<file path="src/rtl/lsu_sq.sv">
`default_nettype none
// ============================================================================
// Module      : lsu_sq
// Description : LSU store queue. Holds issued stores in program order,
//               writes the head store to the data cache once the ROB retires
//               it, then broadcasts the retired store's address and width to
//               the load queue for mis-speculation detection.
// Revision    : 1.0 - initial release
// ============================================================================
module lsu_sq #(
    parameter int DATA_WIDTH   = 32,
    parameter int ADDR_WIDTH   = 32,
    parameter int TAG_WIDTH    = 6,
    parameter int SQ_DEPTH     = 8,
    parameter int SQ_TAG_WIDTH = 3
) (
    input  logic                  clk,
    input  logic                  rst,
    input  logic                  i_flush,
    output logic                  o_full,
    input  logic                  i_alloc_en,
    input  logic [TAG_WIDTH-1:0]  i_alloc_tag,
    input  logic [ADDR_WIDTH-1:0] i_alloc_addr,
    input  logic [DATA_WIDTH-1:0] i_alloc_data,
    input  logic [3:0]            i_alloc_width,
    input  logic                  i_retire_en,
    input  logic [TAG_WIDTH-1:0]  i_retire_tag,
    output logic                  o_retire_ack,
    output logic                  o_dc_wr_en,
    output logic [ADDR_WIDTH-1:0] o_dc_addr,
    output logic [DATA_WIDTH-1:0] o_dc_data,
    output logic [3:0]            o_dc_width,
    input  logic                  i_dc_ack,
    output logic                  o_sq_retire_en,
    output logic [ADDR_WIDTH-1:0] o_sq_retire_addr,
    output logic [3:0]            o_sq_retire_width
);

    localparam int PTR_W = SQ_TAG_WIDTH;
    localparam int CNT_W = SQ_TAG_WIDTH + 1;

    localparam logic [PTR_W-1:0] c_PTR_ONE   = PTR_W'(1);
    localparam logic [CNT_W-1:0] c_CNT_ONE   = CNT_W'(1);
    localparam logic [CNT_W-1:0] c_CNT_ZERO  = '0;
    localparam logic [CNT_W-1:0] c_CNT_FULL  = CNT_W'(SQ_DEPTH);

    // Commit FSM encoding
    localparam logic [1:0] c_ST_IDLE  = 2'd0;
    localparam logic [1:0] c_ST_WRITE = 2'd1;
    localparam logic [1:0] c_ST_ACK   = 2'd2;

    // Entry payload storage (intentionally not reset)
    logic [TAG_WIDTH-1:0]  mem_tag_q   [SQ_DEPTH];
    logic [ADDR_WIDTH-1:0] mem_addr_q  [SQ_DEPTH];
    logic [DATA_WIDTH-1:0] mem_data_q  [SQ_DEPTH];
    logic [3:0]            mem_width_q [SQ_DEPTH];

    logic [PTR_W-1:0] head_q, head_d;
    logic [PTR_W-1:0] tail_q, tail_d;
    logic [CNT_W-1:0] count_q, count_d;
    logic [1:0]       state_q, state_d;

    logic [ADDR_WIDTH-1:0] dc_addr_q, dc_addr_d;
    logic [DATA_WIDTH-1:0] dc_data_q, dc_data_d;
    logic [3:0]            dc_width_q, dc_width_d;
    logic [ADDR_WIDTH-1:0] ret_addr_q, ret_addr_d;
    logic [3:0]            ret_width_q, ret_width_d;

    logic w_full;
    logic w_alloc_ok;
    logic w_pop;
    logic w_retire_hit;

    // Queue status and qualified alloc/pop events
    always_comb begin
        w_full       = (count_q == c_CNT_FULL);
        // Flush wins over a same-cycle alloc; full is judged before any pop.
        w_alloc_ok   = i_alloc_en && !w_full && !i_flush;
        w_pop        = (state_q == c_ST_ACK);
        w_retire_hit = i_retire_en && (count_q != c_CNT_ZERO) &&
                       (mem_tag_q[head_q] == i_retire_tag);
    end

    // Entry payload write at the tail on an accepted allocation
    always_ff @(posedge clk) begin
        if (w_alloc_ok) begin
            mem_tag_q[tail_q]   <= i_alloc_tag;
            mem_addr_q[tail_q]  <= i_alloc_addr;
            mem_data_q[tail_q]  <= i_alloc_data;
            mem_width_q[tail_q] <= i_alloc_width;
        end
    end

    // Head/tail/count update including flush handling
    always_comb begin
        head_d  = head_q;
        tail_d  = tail_q;
        count_d = count_q;
        if (w_pop) begin
            head_d = head_q + c_PTR_ONE;
        end
        if (i_flush) begin
            if (state_q == c_ST_IDLE) begin
                tail_d  = head_q;
                count_d = c_CNT_ZERO;
            end else begin
                // The committing head store is older than the flush and survives;
                // if it pops this cycle the queue ends up empty.
                tail_d  = head_q + c_PTR_ONE;
                count_d = w_pop ? c_CNT_ZERO : c_CNT_ONE;
            end
        end else begin
            if (w_alloc_ok) begin
                tail_d = tail_q + c_PTR_ONE;
            end
            if (w_alloc_ok && !w_pop) begin
                count_d = count_q + c_CNT_ONE;
            end else if (!w_alloc_ok && w_pop) begin
                count_d = count_q - c_CNT_ONE;
            end
        end
    end

    // Commit FSM state register
    always_ff @(posedge clk) begin
        if (rst) begin
            state_q <= c_ST_IDLE;
        end else begin
            state_q <= state_d;
        end
    end

    // Commit FSM next-state logic
    always_comb begin
        state_d = state_q;
        case (state_q)
            c_ST_IDLE:  if (w_retire_hit) state_d = c_ST_WRITE;
            c_ST_WRITE: if (i_dc_ack)     state_d = c_ST_ACK;
            c_ST_ACK:                     state_d = c_ST_IDLE;
            default:                      state_d = c_ST_IDLE;
        endcase
    end

    // Commit FSM outputs
    always_comb begin
        o_dc_wr_en     = (state_q == c_ST_WRITE);
        o_retire_ack   = (state_q == c_ST_ACK);
        o_sq_retire_en = (state_q == c_ST_ACK);
    end

    // Registered D$ request payload and LQ broadcast payload
    always_comb begin
        dc_addr_d   = dc_addr_q;
        dc_data_d   = dc_data_q;
        dc_width_d  = dc_width_q;
        ret_addr_d  = '0;
        ret_width_d = '0;
        if ((state_q == c_ST_IDLE) && w_retire_hit) begin
            dc_addr_d  = mem_addr_q[head_q];
            dc_data_d  = mem_data_q[head_q];
            dc_width_d = mem_width_q[head_q];
        end
        // The head does not move during WRITE, so the captured request is the head.
        if ((state_q == c_ST_WRITE) && i_dc_ack) begin
            ret_addr_d  = dc_addr_q;
            ret_width_d = dc_width_q;
        end
    end

    // Pointer, counter and payload register bank
    always_ff @(posedge clk) begin
        if (rst) begin
            head_q      <= '0;
            tail_q      <= '0;
            count_q     <= '0;
            dc_addr_q   <= '0;
            dc_data_q   <= '0;
            dc_width_q  <= '0;
            ret_addr_q  <= '0;
            ret_width_q <= '0;
        end else begin
            head_q      <= head_d;
            tail_q      <= tail_d;
            count_q     <= count_d;
            dc_addr_q   <= dc_addr_d;
            dc_data_q   <= dc_data_d;
            dc_width_q  <= dc_width_d;
            ret_addr_q  <= ret_addr_d;
            ret_width_q <= ret_width_d;
        end
    end

    // Output wiring
    always_comb begin
        o_full            = w_full;
        o_dc_addr         = dc_addr_q;
        o_dc_data         = dc_data_q;
        o_dc_width        = dc_width_q;
        o_sq_retire_addr  = ret_addr_q;
        o_sq_retire_width = ret_width_q;
    end

endmodule
`default_nettype wire

</file>
<file path="config.mk">
export PLATFORM = sky130hd
export DESIGN_NAME = lsu_sq
export DESIGN_NICKNAME = d
export VERILOG_FILES = /design/src/rtl/lsu_sq.sv
export SDC_FILE = /design/constraint.sdc
export NUM_CORES = 1
export LEC_CHECK = 0
export BUFFER_PORTS_ARGS = -buffer_cell sky130_fd_sc_hd__clkbuf_2
export CAP_MARGIN = 20
export CORE_ASPECT_RATIO = 0.7
export CORE_MARGIN = 3
export CORE_UTILIZATION = 45
export DETAILED_ROUTE_END_ITERATION = 8
export PLACE_DENSITY_LB_ADDON = 0.12
export SYNTH_ARGS = -nofsm -noshare
export SYNTH_HDL_FRONTEND = slang
export SYNTH_SLANG_ARGS = --single-unit
</file>
<file path="constraint.sdc">
create_clock -name clk -period 17.21 [get_ports clk]
set_clock_uncertainty 0.2 [all_clocks]
set_input_delay 0 -clock clk [delete_from_list [all_inputs] [get_ports clk]]
set_output_delay 0 -clock clk [all_outputs]
set_load 0.01 [all_outputs]
</file>
==> metrics.txt <==
# TYPE chip_impl_metric gauge
chip_impl_info{name="run_status",value="finished, final reports clean"} 1
chip_impl_metric{name="area_of_all_sequential_standard_cells",unit="um^2"} 20200
chip_impl_metric{name="netlist-cell-type-count",unit=""} 41
chip_impl_metric{name="combinationalPowerShare",unit="%"} 2.9
chip_impl_metric{name="power_report.internal_total",unit="mW"} 2.79
chip_impl_metric{name="design.die.area",unit="um^2"} 61400
chip_impl_metric{name="cts_setup_buffers",unit=""} 0
chip_impl_metric{name="ctsResizeCount",unit=""} 0
chip_impl_info{name="rsz0062_at_grt",value="false"} 1
chip_impl_info{name="top_library_cells_by_usage_in_the_layout_fill_and_taps_aside",value="edfxtp_1, clkbuf_2, mux4_2, dfxtp_1, dlygate4sd3_1"} 1
chip_impl_info{name="cts.root.buffer_cell",value="clkbuf_16"} 1
chip_impl_info{name="synthTopCellsByArea",value="edfxtp_1, mux4_2, dfxtp_1"} 1
chip_impl_metric{name="critPathArrivalTime",unit="ns"} 4.33
chip_impl_metric{name="multi_input_comb_area",unit="um^2"} 5810
chip_impl_metric{name="fillerInstances",unit=""} 4427
chip_impl_metric{name="achievable-frequency",unit="GHz"} 0.243
chip_impl_metric{name="clkSinkCount",unit=""} 711
chip_impl_info{name="layout.cells.most_common",value="edfxtp_1"} 1
chip_impl_metric{name="drt_iter0_markers",unit=""} 988
chip_impl_metric{name="core_area",unit="um^2"} 57300
chip_impl_metric{name="clock_insertion_delay_at_the_later_pin_of_the_skew_report",unit="ns"} 0.60
chip_impl_info{name="worst_setup_path_end_kind",value="register"} 1
chip_impl_info{name="criticalPathCategory",value="register to register"} 1
chip_impl_metric{name="cts-root-to-sink-buffers",unit=""} 3
chip_impl_metric{name="synth_area",unit="um^2"} 26300
chip_impl_metric{name="report.final.hold_viol_count",unit=""} 0
chip_impl_metric{name="final_standard_cell_utilization_of_the_core",unit="%"} 54.6
chip_impl_metric{name="power_density",unit="nW/um^2"} 112
chip_impl_metric{name="max_cap_violations",unit=""} 0
chip_impl_metric{name="holdPathStages",unit=""} 2
chip_impl_metric{name="layout-area-overhead-vs-synth",unit="%"} 19.0
chip_impl_metric{name="reg2reg_depth",unit=""} 8
chip_impl_metric{name="rrSetupSlack",unit="ns"} 13.10
chip_impl_metric{name="ff_latch_count_synth",unit=""} 711
chip_impl_metric{name="cp_max_fo",unit=""} 70
chip_impl_metric{name="insertedDiodeCount",unit=""} 0
chip_impl_metric{name="worstMarginPinSlew",unit="ns"} 1.10
chip_impl_metric{name="leakage_power_figure",unit="nW"} 10.0
chip_impl_metric{name="yosys_warnings",unit=""} 0
chip_impl_metric{name="grt-ovfl-total",unit=""} 0
chip_impl_metric{name="period_needed",unit="ns"} 4.11
chip_impl_metric{name="grt_pass1_wl",unit="mm"} 88.8
chip_impl_metric{name="final_cycle_share",unit="%"} 23.9
chip_impl_metric{name="starting_density_of_the_core",unit="%"} 45.9
chip_impl_metric{name="clk_pin_slew",unit="ns"} 0.06
chip_impl_metric{name="wl_per_cell",unit="um"} 24.6
chip_impl_metric{name="final-max-slew-violation-count",unit=""} 0
chip_impl_metric{name="hpwlAfterDp",unit="mm"} 30.1
chip_impl_info{name="clock_tree_from_tritoncts",value="yes"} 1
chip_impl_metric{name="share_clk_of_total_power",unit="%"} 43.0
chip_impl_metric{name="std_cell_rows",unit=""} 73
chip_impl_metric{name="place_area",unit="um^2"} 28100
chip_impl_info{name="startpoint_type",value="register"} 1
chip_impl_metric{name="drt.antenna.violating_nets",unit=""} 0
chip_impl_metric{name="slew_headroom",unit="%"} 26.8
chip_impl_metric{name="dp.cells",unit=""} 2170
chip_impl_metric{name="cts_inserted_buffers",unit=""} 69
chip_impl_metric{name="grt_start_max_net_pins",unit=""} 71
chip_impl_metric{name="worst_ep_required_time",unit="ns"} 17.43
chip_impl_metric{name="final.setup.tns",unit="ns"} 0
chip_impl_metric{name="sw_frac_of_total",unit="%"} 19.9
chip_impl_metric{name="top_level_ports",unit=""} 194
chip_impl_metric{name="synthCells",unit=""} 1282
chip_impl_metric{name="first_global_vias",unit=""} 13800
chip_impl_metric{name="post-synth-top-area-fraction",unit="%"} 67.6
chip_impl_metric{name="final_layout_size_suffix_gt1_share",unit="%"} 29.0
chip_impl_metric{name="number_of_nets_in_the_synthesized_netlist",unit=""} 1373
chip_impl_metric{name="syn_area_per_cell",unit="um^2"} 20.5
chip_impl_metric{name="drc_errors",unit=""} 0
chip_impl_metric{name="switchingPower",unit="uW"} 693
chip_impl_metric{name="gpl.final_weighted_congestion",unit=""} 0.712
chip_impl_metric{name="final_routed_wirelength",unit="mm"} 58.7
chip_impl_metric{name="post_layout_nonfiller_instances",unit=""} 2389
chip_impl_metric{name="setup_viol",unit=""} 0
chip_impl_metric{name="share_seq_of_total_power",unit="%"} 54.2
chip_impl_metric{name="irDropWorstVdd",unit="mV"} 0.0659
chip_impl_metric{name="first_pass_iters",unit=""} 5
chip_impl_metric{name="design_area",unit="um^2"} 31300
chip_impl_info{name="post-synth-top-area-cell",value="edfxtp_1"} 1
chip_impl_metric{name="grt_use_total",unit="%"} 19.5
chip_impl_metric{name="port_buffers",unit=""} 193
chip_impl_metric{name="synth_async_sr_flop_share",unit="%"} 0
chip_impl_metric{name="synth_edf_count",unit=""} 592
chip_impl_metric{name="grt_antenna_before_repair",unit=""} 2
chip_impl_info{name="dominantRegCellSynth",value="edfxtp_1"} 1
chip_impl_metric{name="via_per_inst",unit=""} 5.53
chip_impl_info{name="class_of_the_tightest_hold_or_removal_check",value="input pin to register"} 1
chip_impl_metric{name="finalPower",unit="mW"} 3.49
chip_impl_metric{name="nets",unit=""} 1675
chip_impl_metric{name="die_h",unit="um"} 208
chip_impl_metric{name="fp.dieW",unit="um"} 295
chip_impl_metric{name="htree_levels",unit=""} 3
chip_impl_metric{name="num_vias",unit=""} 13200
chip_impl_metric{name="yosysSeqAreaShare",unit="%"} 76.7
[sequential cells by signal (all words and copies together), names as in the netlist, 4 cells and up, named ones only]
signal	count
o_dc_addr	32
o_dc_data	32
mem_width_q	32
o_sq_retire_width	4
mem_tag_q	48
mem_data_q	256
o_sq_retire_addr	32
count_q	4
mem_addr_q	256
o_dc_width	4
[critical path, stage by stage, from the launching register on]
cell	delay, ns
dfxtp_1	0.31
buf_4	0.28
mux4_2	0.53
mux2i_1	0.18
xnor2_1	0.13
nor3_4	0.18
buf_4	0.85
and2_4	1.01
a211oi_1	0.19
[power groups by stage]
stage,sequential [mW],combinational [mW],clock (mW)
2_1_floorplan,1.93,0.0383,0
3_3_place_gp,1.92,0.0812,0
3_5_place_dp,1.93,0.0839,0
4_1_cts,1.89,0.102,1.54
5_1_grt,1.89,0.110,1.61
6_report,1.89,0.101,1.50
[worst paths after layout]
path,from,endpoint
min,i_alloc_width[3],mem_width_q[1][3]
max,register,o_dc_addr[24]
min reg2reg,o_dc_addr[1],o_sq_retire_addr[1]
max reg2reg,register,o_dc_addr[24]
[stage by stage]
| step | worst slack [ns] | hold slack (ns) |
|---|---|---|
| global placement | 13.11 | 0.0762 |
| finish | 13.10 | 0.0246 |
| CTS | 13.05 | 0.000652 |
| detailed placement | 13.07 | 0.0756 |
| global route | 12.84 | 0.0276 |
| floorplan | 10.28 | -0.101 |
[cell families (layout without fill, tap and decap cells)]
group	count (synthesis)	after routing	synth area share, %
flip-flops	711	711	76.7
multiplexers	230	230	15.6
AO/OA/AOI/OAI	153	153	3.77
buffers and inverters	86	443	1.42
AND/OR/NAND/NOR	83	83	1.74
XOR/XNOR	14	14	0.467
adder cells (fa/ha/maj)	5	5	0.267
[routing by layer]
metal / global-route usage, % / share of wire (%)
met1: 27.6 / 45
met2: 31.5 / 48
met3: 4.02 / 5.4
met4: 4.45 / 1.6
met5: 0 / 0.041
[layout make-up]
class,count,share of cell area [%]
Clock inverter,28,0.881
Tap cell,750,3.00
Timing Repair Buffer,311,6.67
Inverter,6,0.0720
Multi-Input combinational cell,485,18.6
Sequential cell,711,64.5
Clock buffer,98,6.27
[cells in the mapped netlist, types with 10 or more instances]
master and instances:
buf_2 14, and2_1 37, a211oi_1 70, nor2_1 20
xnor2_1 10, mux4_2 144, clkbuf_1 45, dfxtp_1 119
a21oi_1 70, mux2i_1 85, edfxtp_1 592, buf_1 13
[repair_timing]
item	in CTS	in global routing
endpoints found under the setup margin	0	0
hold buffers	92	0
endpoints found under the hold margin	630	0
(Power assumes the default switching activity.)
